File: src/rtl/msrv32_pkg.sv
// Shared definitions for the MSRV32 data-memory path: access sizes, controller
// states and the byte-lane / store-replication helpers.
package msrv32_pkg;

  localparam logic [1:0] SIZE_BYTE = 2'b00;
  localparam logic [1:0] SIZE_HALF = 2'b01;
  localparam logic [1:0] SIZE_WORD = 2'b10;

  typedef enum logic [1:0] {
    ST_IDLE = 2'd0,
    ST_ADDR = 2'd1,
    ST_DATA = 2'd2,
    ST_ERR  = 2'd3
  } dmem_state_e;

  // Size 2'b11 falls into the word case on purpose.
  function automatic logic [3:0] lane_mask(input logic [1:0] size, input logic [1:0] offset);
    case (size)
      SIZE_BYTE: lane_mask = 4'b0001 << offset;
      SIZE_HALF: lane_mask = 4'b0011 << {offset[1], 1'b0};
      default:   lane_mask = 4'b1111;
    endcase
  endfunction

  function automatic logic [31:0] replicate(input logic [1:0] size, input logic [31:0] data);
    case (size)
      SIZE_BYTE: replicate = {4{data[7:0]}};
      SIZE_HALF: replicate = {2{data[15:0]}};
      default:   replicate = data;
    endcase
  endfunction

endpackage

File: src/rtl/msrv32_dmem_align.sv
// Combinational request decode: misalignment check, write strobes (zero for
// loads) and store data replicated across the byte lanes.
module msrv32_dmem_align
  import msrv32_pkg::*;
(
  input  logic [1:0]  offset,
  input  logic [1:0]  size,
  input  logic        we,
  input  logic [31:0] wdata_raw,
  output logic        misaligned,
  output logic [3:0]  mask,
  output logic [31:0] wdata
);

  always_comb begin
    case (size)
      SIZE_BYTE: misaligned = 1'b0;
      SIZE_HALF: misaligned = offset[0];
      default:   misaligned = |offset;
    endcase
  end

  assign mask  = we ? lane_mask(size, offset) : 4'b0000;
  assign wdata = replicate(size, wdata_raw);

endmodule

File: src/rtl/msrv32_dmem_ctrl.sv
// Data-memory access controller: one load/store at a time over an AHB-Lite style
// address/data phase. Optional data-phase timeout under MSRV32_DMEM_TIMEOUT_EN.
module msrv32_dmem_ctrl
  import msrv32_pkg::*;
#(
  parameter int TIMEOUT_CYCLES = 255
) (
  input  logic        ms_riscv32_mp_clk_in,
  input  logic        ms_riscv32_mp_rst_in,
  input  logic        mem_req_in,
  input  logic        mem_we_in,
  input  logic [31:0] iadder_in,
  input  logic [1:0]  mem_size_in,
  input  logic        load_unsigned_in,
  input  logic [31:0] rs2_in,
  output logic [31:0] ms_riscv32_mp_dmaddr_out,
  output logic        ms_riscv32_mp_dmtrans_out,
  output logic        ms_riscv32_mp_dmwr_req_out,
  output logic [3:0]  ms_riscv32_mp_dmwr_mask_out,
  output logic [31:0] ms_riscv32_mp_dmdata_out,
  input  logic        ms_riscv32_mp_hready_in,
  input  logic        ms_riscv32_mp_hresp_in,
  input  logic [31:0] ms_riscv32_mp_dmrdata_in,
  output logic [31:0] lu_dmdata_out,
  output logic [1:0]  lu_iadder_1_to_0_out,
  output logic [1:0]  lu_load_size_out,
  output logic        lu_load_unsigned_out,
  output logic        lu_ahb_resp_out,
  output logic        lu_valid_out,
  output logic        stall_out,
  output logic        misaligned_out,
  output logic [1:0]  dbg_state_out
);

  // Handshake: the pipeline raises mem_req_in and must hold it and its operands
  // stable while stall_out=1; the access is finished in the cycle lu_valid_out=1.
  // Bus side: a phase advances only on a cycle with hready=1.

  if (TIMEOUT_CYCLES < 1) begin : g_bad_cfg
    $error("TIMEOUT_CYCLES must be at least 1");
  end

  dmem_state_e state;
  logic [31:0] addr_q;
  logic [31:0] wdata_q;
  logic [3:0]  mask_q;
  logic [1:0]  size_q;
  logic        we_q;
  logic        uns_q;

  logic        req_misaligned;
  logic [3:0]  req_mask;
  logic [31:0] req_wdata;
  logic        done;
  logic        done_err;

  msrv32_dmem_align u_align (
    .offset     (iadder_in[1:0]),
    .size       (mem_size_in),
    .we         (mem_we_in),
    .wdata_raw  (rs2_in),
    .misaligned (req_misaligned),
    .mask       (req_mask),
    .wdata      (req_wdata)
  );

`ifdef MSRV32_DMEM_TIMEOUT_EN
  localparam int TMO_W = (TIMEOUT_CYCLES > 255) ? $clog2(TIMEOUT_CYCLES + 1) : 8;
  localparam logic [TMO_W-1:0] TMO_LAST = TMO_W'(TIMEOUT_CYCLES - 1);
  logic [TMO_W-1:0] tmo_cnt;
`endif

  always_comb begin
    done     = 1'b0;
    done_err = 1'b0;
    if (state == ST_DATA && ms_riscv32_mp_hready_in) begin
      done     = 1'b1;
      done_err = ms_riscv32_mp_hresp_in;
    end else if (state == ST_ERR && ms_riscv32_mp_hready_in) begin
      done     = 1'b1;
      done_err = 1'b1;
    end
`ifdef MSRV32_DMEM_TIMEOUT_EN
    else if (state == ST_DATA && !ms_riscv32_mp_hresp_in && tmo_cnt == TMO_LAST) begin
      done     = 1'b1;
      done_err = 1'b1;
    end
`endif
  end

  always_ff @(posedge ms_riscv32_mp_clk_in or negedge ms_riscv32_mp_rst_in) begin
    if (!ms_riscv32_mp_rst_in) begin
      state                <= ST_IDLE;
      addr_q               <= '0;
      wdata_q              <= '0;
      mask_q               <= '0;
      size_q               <= '0;
      we_q                 <= 1'b0;
      uns_q                <= 1'b0;
      lu_dmdata_out        <= '0;
      lu_iadder_1_to_0_out <= '0;
      lu_load_size_out     <= '0;
      lu_load_unsigned_out <= 1'b0;
      lu_ahb_resp_out      <= 1'b0;
      lu_valid_out         <= 1'b0;
      misaligned_out       <= 1'b0;
    end else begin
      lu_valid_out   <= done;
      misaligned_out <= 1'b0;
      if (done) begin
        lu_ahb_resp_out      <= done_err;
        lu_iadder_1_to_0_out <= addr_q[1:0];
        lu_load_size_out     <= size_q;
        lu_load_unsigned_out <= uns_q;
        if (!we_q && !done_err) lu_dmdata_out <= ms_riscv32_mp_dmrdata_in;
      end
      case (state)
        ST_IDLE: begin
          if (mem_req_in) begin
            if (req_misaligned) begin
              misaligned_out <= 1'b1;
            end else begin
              addr_q  <= iadder_in;
              wdata_q <= req_wdata;
              mask_q  <= req_mask;
              size_q  <= mem_size_in;
              we_q    <= mem_we_in;
              uns_q   <= load_unsigned_in;
              state   <= ST_ADDR;
            end
          end
        end
        ST_ADDR: if (ms_riscv32_mp_hready_in) state <= ST_DATA;
        ST_DATA: begin
          if (done) state <= ST_IDLE;
          else if (ms_riscv32_mp_hresp_in) state <= ST_ERR;
        end
        ST_ERR:  if (ms_riscv32_mp_hready_in) state <= ST_IDLE;
        default: state <= ST_IDLE;
      endcase
    end
  end

`ifdef MSRV32_DMEM_TIMEOUT_EN
  // Counts only uninterrupted wait cycles of the current data phase.
  always_ff @(posedge ms_riscv32_mp_clk_in or negedge ms_riscv32_mp_rst_in) begin
    if (!ms_riscv32_mp_rst_in) tmo_cnt <= '0;
    else if (state == ST_DATA && !ms_riscv32_mp_hready_in && !ms_riscv32_mp_hresp_in)
      tmo_cnt <= tmo_cnt + 1'b1;
    else tmo_cnt <= '0;
  end
`endif

  assign ms_riscv32_mp_dmaddr_out    = {addr_q[31:2], 2'b00};
  assign ms_riscv32_mp_dmtrans_out   = (state == ST_ADDR);
  assign ms_riscv32_mp_dmwr_req_out  = (state == ST_ADDR) && we_q;
  assign ms_riscv32_mp_dmwr_mask_out = mask_q;
  assign ms_riscv32_mp_dmdata_out    = wdata_q;
  assign dbg_state_out               = state;

  // Gated by reset so the pipeline hold also drops immediately on reset.
  assign stall_out = ms_riscv32_mp_rst_in &&
                     ((state != ST_IDLE) || (mem_req_in && !req_misaligned));

endmodule
File: config.mk
export PLATFORM = sky130hd
export DESIGN_NAME = msrv32_dmem_ctrl
export DESIGN_NICKNAME = d
export VERILOG_FILES = /design/src/rtl/msrv32_pkg.sv /design/src/rtl/msrv32_dmem_align.sv /design/src/rtl/msrv32_dmem_ctrl.sv
export SDC_FILE = /design/constraint.sdc
export NUM_CORES = 1
export LEC_CHECK = 0
export BUFFER_PORTS_ARGS = -buffer_cell sky130_fd_sc_hd__buf_2
export CORE_ASPECT_RATIO = 1.25
export CORE_MARGIN = 8
export CORE_UTILIZATION = 45
export CTS_BUF_LIST = sky130_fd_sc_hd__clkbuf_4
export CTS_CLUSTER_SIZE = 28
export DETAILED_ROUTE_END_ITERATION = 8
export PLACE_DENSITY_LB_ADDON = 0.1
export SYNTH_ARGS = -nofsm -noshare
export SYNTH_HDL_FRONTEND = slang
export SYNTH_SLANG_ARGS = --single-unit
File: constraint.sdc
create_clock -name ms_riscv32_mp_clk_in -period 1.6 [get_ports ms_riscv32_mp_clk_in]
set_input_delay 0.32 -clock ms_riscv32_mp_clk_in [delete_from_list [all_inputs] [get_ports ms_riscv32_mp_clk_in]]
set_output_delay 0.32 -clock ms_riscv32_mp_clk_in [all_outputs]
set_load 0.02 [all_outputs]
Word level (Yosys, flattened, before mapping)
Cells that the tools add are included.
Word-level totals
  output and inout port bits: 113
  bits in registers: 114
Cells by class
  equal/unequal tests: 9
  bitwise logic cells: 1
  muxes and demuxes: 17
  shift operators: 2
  reduce and logical (&&, ||, !) cells: 17
Operators with widths (count)
  $pmux W32 S2: 1
  $mux W2: 6
  $pmux W2 S4: 1
  $pmux W4 S2: 1
  $logic_and A1 B1 Y1: 6
  $mux W1: 6
  $ne A2 B2 Y1 const B: 3
  $reduce_and A5 Y1: 1
  $eq A2 B1 Y1 const B: 2
  $eq A2 B2 Y1 const B: 2
  $logic_not A2 Y1: 2
  $mux W4: 1
  $shl A1 B2 Y4 const A: 1
  $shl A2 B2 Y4 const A: 1
  $logic_not A1 Y1: 3
  $ne A3 B3 Y1 const B: 1
  $reduce_and A3 Y1: 1
  $ne A2 B1 Y1 const B: 1
  $pmux W1 S2: 1
  $reduce_and A2 Y1: 1
  $reduce_bool A2 Y1: 1
  $reduce_or A2 Y1: 1
  $logic_or A1 B1 Y1: 1
  $not A1 Y1: 1

Depth between registers and ports, before layout
  word-level depth: 7
  mapped depth: 5

Cells and area by module
From an unflattened synthesis, not the netlist that was laid out.
Second synthesis, totals
  cell total of the unflattened synthesis: 349
  area total of the unflattened synthesis: 5076.1 µm²
By module, submodules not included
  msrv32_dmem_ctrl: sequential area each 2852.7 µm², area an instance 4564.4 µm², cells each 282, instances 1
  msrv32_dmem_align: sequential area each 0.0 µm², area an instance 511.7 µm², cells each 67, instances 1

Worst setup path before layout
No wires, ideal clock.
  kind: register to register
  start: register state[1], in the netlist dbg_state_out[1]
  end: register lu_dmdata_out[18]
  cell stages (with the launch flop): 5
  data required time: 1.475 ns
  path slack: -0.035 ns
  data arrival time: 1.511 ns
  path through: dfrtp_1 > nand2_2 > nor4_4 > buf_4 > mux2_2
Between the ends
  cells in the longest elaborated chain, start to end: 7
  elaborated cells between the ends (all ways): 10
  those cells by class: 2 x eq/ne; 3 x mux; 5 x reduce/logical
RTL lines
  start, declared: RTL line msrv32_dmem_ctrl.sv:43  | dmem_state_e state;
  start signal, assigned: RTL line msrv32_dmem_ctrl.sv:93  | state <= ST_IDLE;
  start signal, assigned: RTL line msrv32_dmem_ctrl.sv:129  | state <= ST_ADDR;
  start signal, assigned: RTL line msrv32_dmem_ctrl.sv:133  | ST_ADDR: if (ms_riscv32_mp_hready_in) state <= ST_DATA;
  $eq A2 B2 Y1: RTL line msrv32_dmem_ctrl.sv:79  | end else if (state == ST_ERR && ms_riscv32_mp_hready_in) begin
  $logic_and A1 B1 Y1: RTL line msrv32_dmem_ctrl.sv:79
  $mux W1: RTL line msrv32_dmem_ctrl.sv:79
  $mux W1: RTL line msrv32_dmem_ctrl.sv:76  | if (state == ST_DATA && ms_riscv32_mp_hready_in) begin
  $logic_not A1 Y1: RTL line msrv32_dmem_ctrl.sv:115  | if (!we_q && !done_err) lu_dmdata_out <= ms_riscv32_mp_dmrdata_in;
  $logic_and A1 B1 Y1: RTL line msrv32_dmem_ctrl.sv:115
  $reduce_and A2 Y1 (no source line) *
  end signal, assigned: RTL line msrv32_dmem_ctrl.sv:115
  end, declared: RTL line msrv32_dmem_ctrl.sv:24  | output logic [31:0] lu_dmdata_out,
Mark *: on every way between the ends. The rest lies on a longest branch, timed or not.
A chain may end at the register's enable or synchronous reset.

Worst setup path after layout
  start: register state[0], in the netlist dbg_state_out[0]
  end: output port ms_riscv32_mp_dmwr_req_out
Between the ends
  cells in the longest elaborated chain, start to end: 2
RTL lines
  $eq A2 B1 Y1: RTL line msrv32_dmem_ctrl.sv:156  | assign ms_riscv32_mp_dmwr_req_out = (state == ST_ADDR) && we_q;
  $logic_and A1 B1 Y1: RTL line msrv32_dmem_ctrl.sv:156
  end, declared: RTL line msrv32_dmem_ctrl.sv:18  | output logic ms_riscv32_mp_dmwr_req_out,
No other way between the ends.

==> flow_metrics.env <==
export IMPL_root_buffer="clkbuf_4"
export IMPL_worst_setup_path_type="register to primary output"
export IMPL_synth_area_leader_cell="dfrtp_1"
export IMPL_num_rows=44
export IMPL_slew_headroom_pct=59.3
export IMPL_synthAdderAreaFrac_pct=0
export IMPL_vias=3623
export IMPL_violations="negative setup slack"
export IMPL_cts_clk_slew_worst_paths_ns=0.10
export IMPL_dr_first_iter_drc_count=118
export IMPL_fin_worst_hold_slack_ns=0.0569
export IMPL_io_buffers=215
export IMPL_fin_util_pct=63.9
export IMPL_layout_common_cells="buf_2 (209), dfrtp_1 (112), mux2_4 (68)"
export IMPL_grt_use_met1_pct=19.8
export IMPL_synth_cell_types=31
export IMPL_layout_drive_gt1_share_pct=64.8
export IMPL_fin_crit_ns=1.70
export IMPL_met2_usage_pct=27.4
export IMPL_crit_required_ns=1.28
export IMPL_insertion_delay_ns=0.50
export IMPL_synthFlopType="dfrtp_1"
export IMPL_power_density_mw_per_mm2=1870
export IMPL_met3_usage_pct=7.46
export IMPL_power_leakage_nw=3.88
export IMPL_clock_skew_ns=0.0128
export IMPL_finalWorstSetupSlack_ns=-0.102
export IMPL_grt_ovfl_total=0
export IMPL_drt_first_pass_iters=4
export IMPL_ant_nets=0
export IMPL_fmax_mhz=588
export IMPL_worstMarginPinSlew_ns=0.610
export IMPL_grt_max_degree=115
export IMPL_seq_area_frac_synth_pct=54.5
export IMPL_antennaDiodeCount=0
export IMPL_synth_xor_area_share_pct=0
export IMPL_num_io_pins=218
export IMPL_slowest_stage="dfrtp_2"
export IMPL_critical_path_top_delay_family="flip-flops"
export IMPL_ys_top_cells_by_area="dfrtp_1 (55%), mux2_4 (19%), mux2_2 (12%)"
export IMPL_synthCells=342
export IMPL_dieArea_mm2=0.0153
export IMPL_syn_area_per_cell_um2=15.3
export IMPL_critPathArrivalTime_ns=1.38
export IMPL_initial_core_util_pct=45.5
export IMPL_vdd_ir_drop_max_mv=0.876
export IMPL_antenna_found_initial=0
export IMPL_rsz0062_at_grt="yes"
export IMPL_crit_chain="nor2b_4, and2_4, buf_6"
export IMPL_synth_top_family_by_area="multiplexers"
export IMPL_hpwl_mm=9.41
export IMPL_cts_tree="built"
export IMPL_setup_viol=36
export IMPL_hold_viol_final=0
export IMPL_final_common_cell="buf_2"
export IMPL_period_share_pct=106
export IMPL_yosys_area_share_simple_pct=2.66
export IMPL_wl_mm=14.0
export IMPL_max_cap_violations=0
export IMPL_status="finished, violations left"
export IMPL_critPathMaxFanout=5
export IMPL_dp_cells=666
export IMPL_top_usage_layer="met2"
export IMPL_die_height_um=137
export IMPL_gp_congestion=0.761
export IMPL_h_tree_depth=4
export IMPL_cts_buffers=17
export IMPL_post_place_ws_ns=0.0235
export IMPL_slowest_delay_ns=0.46
export IMPL_via_per_inst=4.74
export IMPL_slew_violations=0
export IMPL_clockBufferDepth=2
export IMPL_core_region_area_mm2=0.0115
export IMPL_start_kind="register"
export IMPL_worstHoldPathType="input pin to register"
export IMPL_synth_edf_count=0
export IMPL_yosysWarnings=0
export IMPL_synth_compound_area_share_pct=2.46
export IMPL_cts_sinks=114
export IMPL_path_buf_inv=1
export IMPL_synth_top_cell_area_share_pct=54.5
export IMPL_yosys_register_bits=114
export IMPL_grt_pass1_wl_mm=20.0
export IMPL_async_flop_share_pct=100
export IMPL_grt_util_all_layers_pct=16.8
export IMPL_final_cells=765
export IMPL_synthMuxAreaShare_pct=33.0
export IMPL_routedWlPerCell_um=18.2
export IMPL_end_kind="primary output"
export IMPL_area_growth_pct=40.6
export IMPL_die_x_um=112
export IMPL_grt_pass1_vias=3723
export IMPL_syn_cell_area_mm2=0.00523
export IMPL_drc=0
export IMPL_nets=720
## report_power, final
part	total [mW]	switching, mW	internal [mW]
Combinational	6.57	3.39	3.18
Sequential	5.11	0.793	4.31
Clock	2.11	1.04	1.06
## cells by family after synthesis
logic type | Yosys count
buffers and inverters | 51
flip-flops | 114
AO/OA/AOI/OAI | 22
multiplexers | 132
other | 1
AND/OR/NAND/NOR | 22
## cells in the mapped netlist (2+ instances only)
master and count:
buf_2 2, nand2_1 10, mux2_4 67, o21ai_0 11, dfrtp_1 114, mux2i_1 8
nor2_1 2, mux2_2 55, mux2_1 2, inv_1 4, clkbuf_1 3, buf_6 7
buf_4 35, a21oi_1 5
## sequential cells by signal, indices dropped and copies added (netlist names), 2 cells and up
register and count:
lu_dmdata_out 32, size_q 2, dbg_state_out 2, addr_q 32
lu_iadder_1_to_0_out 2, ms_riscv32_mp_dmdata_out 32, lu_load_size_out 2, ms_riscv32_mp_dmwr_mask_out 4
## worst reg2reg max path: cells and delay by family (launching register included)
family / cells / cell delay [ns]
muxes: 1 / 0.34
buffers and inverters: 3 / 0.50
DFF: 1 / 0.46
and+or+nand+nor: 1 / 0.27
## timing repair
action / 4_1_cts / 5_1_grt
endpoints found under the setup margin: 4 / 54
gates resized for setup: 14 / 6
hold buffers: 3 / 53
endpoints found under the hold margin: 116 / 53
pin swaps: 1 / 0
buffers inserted: 7 / 2
cloned: 0 / 4
## cell type report
cell class	instances	area (um^2)
Clock buffer	18	135
Clock inverter	13	144
Fill cell	894	4150
Inverter	4	15.0
Multi-Input combinational cell	178	2030
Sequential cell	114	2860
Tap cell	138	173
Timing Repair Buffer	300	2000
## per-stage QoR
stage               total power [mW]  setup TNS [ns]  area (um^2)
floorplan                       9.69        -0.00975         5240
global placement                11.2               0         6300
detailed placement              11.4               0         6300
CTS                             13.7           -1.54         6700
global route                    14.6           -4.29         7350
finish                          13.8           -2.08         7350
## metal layers
layer	part of all wire, %	wire, um
met4	0.73	102
met2	51	7060
met3	7.4	1040
met5	0	0
met1	41	5760
## path summary, 6_finish.rpt
check,start,endpoint,slack [ns],cells after the start
max in group asynchronous,ms_riscv32_mp_rst_in,ms_riscv32_mp_dmwr_mask_out[3],0.64,3
min in group asynchronous,ms_riscv32_mp_rst_in,addr_q[0],0.49,3
worst min register to register,ms_riscv32_mp_dmwr_mask_out[0],ms_riscv32_mp_dmwr_mask_out[0],0.48,1
worst max register to register,dbg_state_out[0],lu_dmdata_out[17],-0.08,5
worst max-delay path,dbg_state_out[0],ms_riscv32_mp_dmwr_req_out,-0.10,3
worst min-delay path,ms_riscv32_mp_dmrdata_in[4],lu_dmdata_out[4],0.06,2
Power figures use the tool's default switching activity.
